===== src/rtl/isa_pipe.sv =====
// Two-stage ISA datapath (D: operand read/execute, E: commit/output): 2-cycle latency, 1 instr/cycle.
// in_ready drops only when both stages hold work and the consumer stalls; E holds its data until taken.
module isa_pipe #(
  parameter int DATA_W = 32,
  parameter int REG_AW = 5,
  parameter int RAM_AW = 5,
  localparam int INSTR_W = 2*REG_AW + RAM_AW + 5
) (
  input  logic               clk,
  input  logic               rst_n,
  input  logic               in_valid,
  output logic               in_ready,
  input  logic [INSTR_W-1:0] in_instr,
  output logic               out_valid,
  input  logic               out_ready,
  output logic [DATA_W-1:0]  out_data
);
  localparam int SH_W  = $clog2(DATA_W);
  localparam int RB_D  = 1 << REG_AW;
  localparam int RAM_D = 1 << RAM_AW;

  typedef struct packed {
    logic [REG_AW-1:0] op1;
    logic [REG_AW-1:0] op2;
    logic              we_br;
    logic [2:0]        alu_op;
    logic [RAM_AW-1:0] dir;
    logic              we_ram;
  } instr_t;

  typedef struct packed {
    logic [DATA_W-1:0] result;
    logic [RAM_AW-1:0] dir;
    logic [REG_AW-1:0] waddr;
    logic              we_ram;
    logic              we_br;
  } ex_t;

  logic              d_valid_q, d_valid_d;
  instr_t            d_q, d_d;
  logic              e_valid_q, e_valid_d;
  ex_t               e_q, e_d;
  logic [DATA_W-1:0] out_q, out_d;
  logic [DATA_W-1:0] rb_q  [RB_D];
  logic [DATA_W-1:0] ram_q [RAM_D];

  logic              advance_e, accept, commit;
  logic [DATA_W-1:0] opa, opb, alu_res, rd_val;
  logic [REG_AW-1:0] d_waddr;
  logic [SH_W-1:0]   sh;

  assign advance_e = !e_valid_q || out_ready;
  assign in_ready  = !d_valid_q || advance_e;
  assign accept    = in_valid && in_ready;
  assign commit    = e_valid_q && out_ready;
  assign out_valid = e_valid_q;
  assign out_data  = out_q;

  // E has not committed yet, so its result must override the stale bank/RAM contents.
  always_comb begin
    d_waddr = REG_AW'(d_q.dir);
    opa     = rb_q[d_q.op1];
    opb     = rb_q[d_q.op2];
    rd_val  = ram_q[d_q.dir];
    if (e_valid_q && e_q.we_br && (e_q.waddr == d_q.op1)) opa = e_q.result;
    if (e_valid_q && e_q.we_br && (e_q.waddr == d_q.op2)) opb = e_q.result;
    if (e_valid_q && e_q.we_ram && (e_q.dir == d_q.dir))  rd_val = e_q.result;
    sh = opb[SH_W-1:0];
    case (d_q.alu_op)
      3'd0:    alu_res = opa + opb;
      3'd1:    alu_res = opa - opb;
      3'd2:    alu_res = opa & opb;
      3'd3:    alu_res = opa | opb;
      3'd4:    alu_res = opa ^ opb;
      3'd5:    alu_res = {{(DATA_W-1){1'b0}}, ($signed(opa) < $signed(opb))};
      3'd6:    alu_res = opa << sh;
      default: alu_res = opa >> sh;
    endcase
  end

  always_comb begin
    d_valid_d = d_valid_q;
    d_d       = d_q;
    e_valid_d = e_valid_q;
    e_d       = e_q;
    out_d     = out_q;
    if (advance_e) begin
      e_valid_d = d_valid_q;
      d_valid_d = 1'b0;
      if (d_valid_q) begin
        e_d.result = alu_res;
        e_d.dir    = d_q.dir;
        e_d.waddr  = d_waddr;
        e_d.we_ram = d_q.we_ram;
        e_d.we_br  = d_q.we_br;
        out_d      = (d_q.we_ram || d_q.we_br) ? alu_res : rd_val;
      end
    end
    if (accept) begin
      d_valid_d = 1'b1;
      d_d       = instr_t'(in_instr);
    end
  end

  always_ff @(posedge clk or negedge rst_n) begin
    if (!rst_n) begin
      d_valid_q <= 1'b0;
      d_q       <= '0;
      e_valid_q <= 1'b0;
      e_q       <= '0;
      out_q     <= '0;
    end else begin
      d_valid_q <= d_valid_d;
      d_q       <= d_d;
      e_valid_q <= e_valid_d;
      e_q       <= e_d;
      out_q     <= out_d;
    end
  end

  // Architectural state changes only on the output handshake, so a stalled E never re-commits.
  always_ff @(posedge clk or negedge rst_n) begin
    if (!rst_n) begin
      for (int i = 0; i < RB_D; i++)  rb_q[REG_AW'(i)]  <= DATA_W'(i);
      for (int i = 0; i < RAM_D; i++) ram_q[RAM_AW'(i)] <= '0;
    end else if (commit) begin
      if (e_q.we_ram) ram_q[e_q.dir] <= e_q.result;
      if (e_q.we_br)  rb_q[e_q.waddr] <= e_q.result;
    end
  end

endmodule


===== config.mk =====
export PLATFORM = sky130hd
export DESIGN_NAME = isa_pipe
export DESIGN_NICKNAME = d
export VERILOG_FILES = /design/src/rtl/isa_pipe.sv
export SDC_FILE = /design/constraint.sdc
export NUM_CORES = 2
export LEC_CHECK = 0
export ABC_AREA = 1
export CORE_MARGIN = 2
export CORE_UTILIZATION = 52
export CTS_CLUSTER_SIZE = 16
export DETAILED_ROUTE_END_ITERATION = 10
export PLACE_DENSITY = 0.67
export REMOVE_ABC_BUFFERS = 1
export SYNTH_ARGS = -nofsm -noshare
export SYNTH_HDL_FRONTEND = slang
export SYNTH_SLANG_ARGS = --single-unit

===== constraint.sdc =====
create_clock -name clk -period 6.83 [get_ports clk]
set_clock_uncertainty 0.2 [all_clocks]
set_input_delay 1.7075 -clock clk [delete_from_list [all_inputs] [get_ports clk]]
set_output_delay 1.7075 -clock clk [all_outputs]
set_load 0.01 [all_outputs]

==> flow_metrics.tcl <==
set metrics [dict create \
    fin_tns_setup_ps 0 \
    cp.arrival_ps 7260 \
    outcome "complete, no violations" \
    pin_count 58 \
    seq_area_um2 58800 \
    ys_types 52 \
    clkSinkCount 2141 \
    p_per_area_nw_per_um2 405 \
    synthAdderAreaFrac_pct 1.19 \
    slowest_delay_ps 710 \
    leakagePower_nw 47.7 \
    clk_latency_ps 910 \
    crit_path_max_fanout 125 \
    die_area_um2 212000 \
    firstDrtPassIters 10 \
    grt_use_met2_pct 58.9 \
    mostFrequentLayoutCells "nand2_1 (2986), o21ai_0 (2357), nor2_1 (1477)" \
    synth.largest_area_cell "edfxtp_1" \
    postCtsSetupRepairBufs 0 \
    power_mw 48.3 \
    dpl.cell_count 15100 \
    netlist_instances 12900 \
    antenna_found_initial 17 \
    vias 101000 \
    port_buffers 57 \
    grt_max_degree 190 \
    muxShareOfSynthArea_pct 0 \
    cts_buffer_depth 3 \
    synth-xor-area-share_pct 0.0728 \
    synthSimpleGateAreaFrac_pct 22.5 \
    max_freq_mhz 148 \
    cts.htree.levels 4 \
    maxSlewViolCount 0 \
    place_congestion 0.979 \
    wire_per_inst_um 27.7 \
    cts_resized 0 \
    dpl_cell_area_um2 112000 \
    grt_use_met1_pct 54.4 \
    synth_top_cell_area_share_pct 28.4 \
    via_per_inst 6.49 \
    core_um2 207000 \
    pre_cts_ws_ps 360 \
    hpwl_um 261000 \
    grt_usage_pct 39.9 \
    synthTopCellsByArea "edfxtp_1 (28%), dfrtp_1 (25%), o21ai_0 (11%)" \
    synth-seq-cells 2141 \
    yosysSeqAreaShare_pct 54.2 \
    fin_crit_sh_pct 98.7 \
    crit_type "reg -> reg" \
    crit_chain "clkinv_16, buf_4, buf_4, o21ai_0, o22ai_1, nor2_1, o31ai_1, o221ai_1, o21ai_1, inv_1, ha_1, nand2_1, o21a_1, o221ai_1, a21oi_1, a21oi_1, nor2_1, a211oi_1, buf_4, nand4_1, nand2_1, nand2_1" \
    multi_input_area_um2 44400 \
    drt_wl_total_um 430000 \
    clockRootBuffer "clkbuf_16" \
    worst_setup_path_end_kind "flip-flop" \
    ir_drop_mv 0.287 \
    maxCapViolCount 0 \
    timing.hold.ws_ps 277 \
    timing.final.ws_setup_ps 89.7 \
    finalHoldViolCount 0 \
    fin_crit_ps 6740 \
    crit_path_start_kind "flip-flop" \
    drive_above_1_share_pct 7.17 \
    die_x_um 460 \
    worst_slew_pin_slew_ps 1320 \
    ant_nets 0 \
    mostFrequentLayoutCell "nand2_1" \
    grt_pass1_wl_um 630000 \
    final_cell_area_um2 119000 \
    area_growth_pct 10.2 \
    synth_flop_cell "dfrtp_1" \
    hold_class "reg -> reg" \
    grt_overflow_total 0 \
    ys_warn_count 0 \
    postCtsHoldBufs 0 \
    cp_slowest_cell "o31ai_1" \
    syn-cell-area_um2 108000 \
    cts.clk_slew.worst_paths_ps 60 \
    ys_async_sr_fraction_pct 52.2 \
    cts_made_buffers 222 \
    syn_area_per_cell_um2 8.37 \
    utilization_pct 57.7 \
    synth_compound_area_share_pct 16.7 \
    setup_violations 0 \
    nFillCells 18300 \
    first_iter_violations 16700 \
    start_util_pct 52.3 \
    row_count 167 \
    cp.required_ps 7350 \
    cts_tree "built" \
    drc 0 \
    final_cells 15500 \
    synth_edf_count 1024 \
    synth_top_family_by_area "simple AND/OR/NAND/NOR gates" \
    die_h_um 460 \
    grtUsageMet3_pct 11.0 \
    grt_busiest_layer "met2" \
    nNetsFinal 12700 \
    grt_pass1_vias 93700 \
    relSlewSlack_pct 12.1 \
]
==> synth_stat cells, drive strengths merged, types with 24 or more instances <==
| library cell | number |
|---|---|
| o22ai | 569 |
| nand3 | 1329 |
| inv | 261 |
| buf | 333 |
| nor2 | 1513 |
| nand4 | 39 |
| ha | 100 |
| edfxtp | 1024 |
| nor3 | 28 |
| o211ai | 29 |
| o221ai | 49 |
| o21ai | 2423 |
| nand2 | 3020 |
| a21oi | 185 |
| and2 | 24 |
| clkbuf | 741 |
| dfrtp | 1085 |
| dfstp | 32 |
==> registers in the layout, indices dropped and copies added (netlist names) <==
name,flops
ram_q,1024
rb_q,1024
e_q,39
out_data,32
d_q,15
d_waddr,5
d_valid_q,1
out_valid,1
==> per-layer routing <==
metal	up-vias	wire (um)
li1	43800	-
met1	48800	165000
met2	7136	185000
met3	1200	56700
met4	16	23400
met5	-	108
==> area by class of cell <==
cell class	count	share of cell area (%)
multi-input combinational	9449	37.2
inverter	269	0.924
timing repair buffer	470	3.56
sequential	2141	49.2
clock buffer	330	5.34
tap	2788	2.92
antenna	10	0.0210
clock inverter	88	0.828
==> where the power goes <==
group | switching (mW) | leakage, nW | internal [mW]
sequential | 1.94 | 24.3 | 16.6
clock | 5.36 | 3.60 | 6.93
combinational | 12.6 | 19.8 | 4.92
==> worst paths after layout <==
kind                                        start                       end  slack [ps]  cells past startpoint
min in group asynchronous                   rst_n     rb_q[807]$_DFFE_PN0P_         610                      1
hold / removal             ram_q[969]$_DFFE_PN0P_    ram_q[969]$_DFFE_PN0P_         280                      2
hold reg to reg            ram_q[969]$_DFFE_PN0P_    ram_q[969]$_DFFE_PN0P_         280                      2
setup / recovery              d_q[10]$_DFFE_PN0P_  out_data[28]$_DFFE_PN0P_          90                     22
max in group asynchronous                   rst_n       e_q[32]$_DFFE_PN0P_        3410                      3
setup reg to reg              d_q[10]$_DFFE_PN0P_  out_data[28]$_DFFE_PN0P_          90                     22
==> logic make-up after synthesis <==
kind of cell,count (synthesis)
xor gates and xnor gates,9
AOI/OAI and AO/OA,3362
and+or+nand+nor,5976
adders and majority gates,102
DFF,2141
buffers and inverters,1343
==> critical path, delay by kind of cell (launching register included) <==
| family | cells | cell delay, ps |
|---|---|---|
| buffers and inverters | 5 | 1210 |
| and+or+nand+nor | 6 | 610 |
| DFF | 1 | 660 |
| AOI/OAI and AO/OA | 10 | 3340 |
| adders and majority gates | 1 | 440 |
Note: power is estimated with default switching activity, not from simulation.
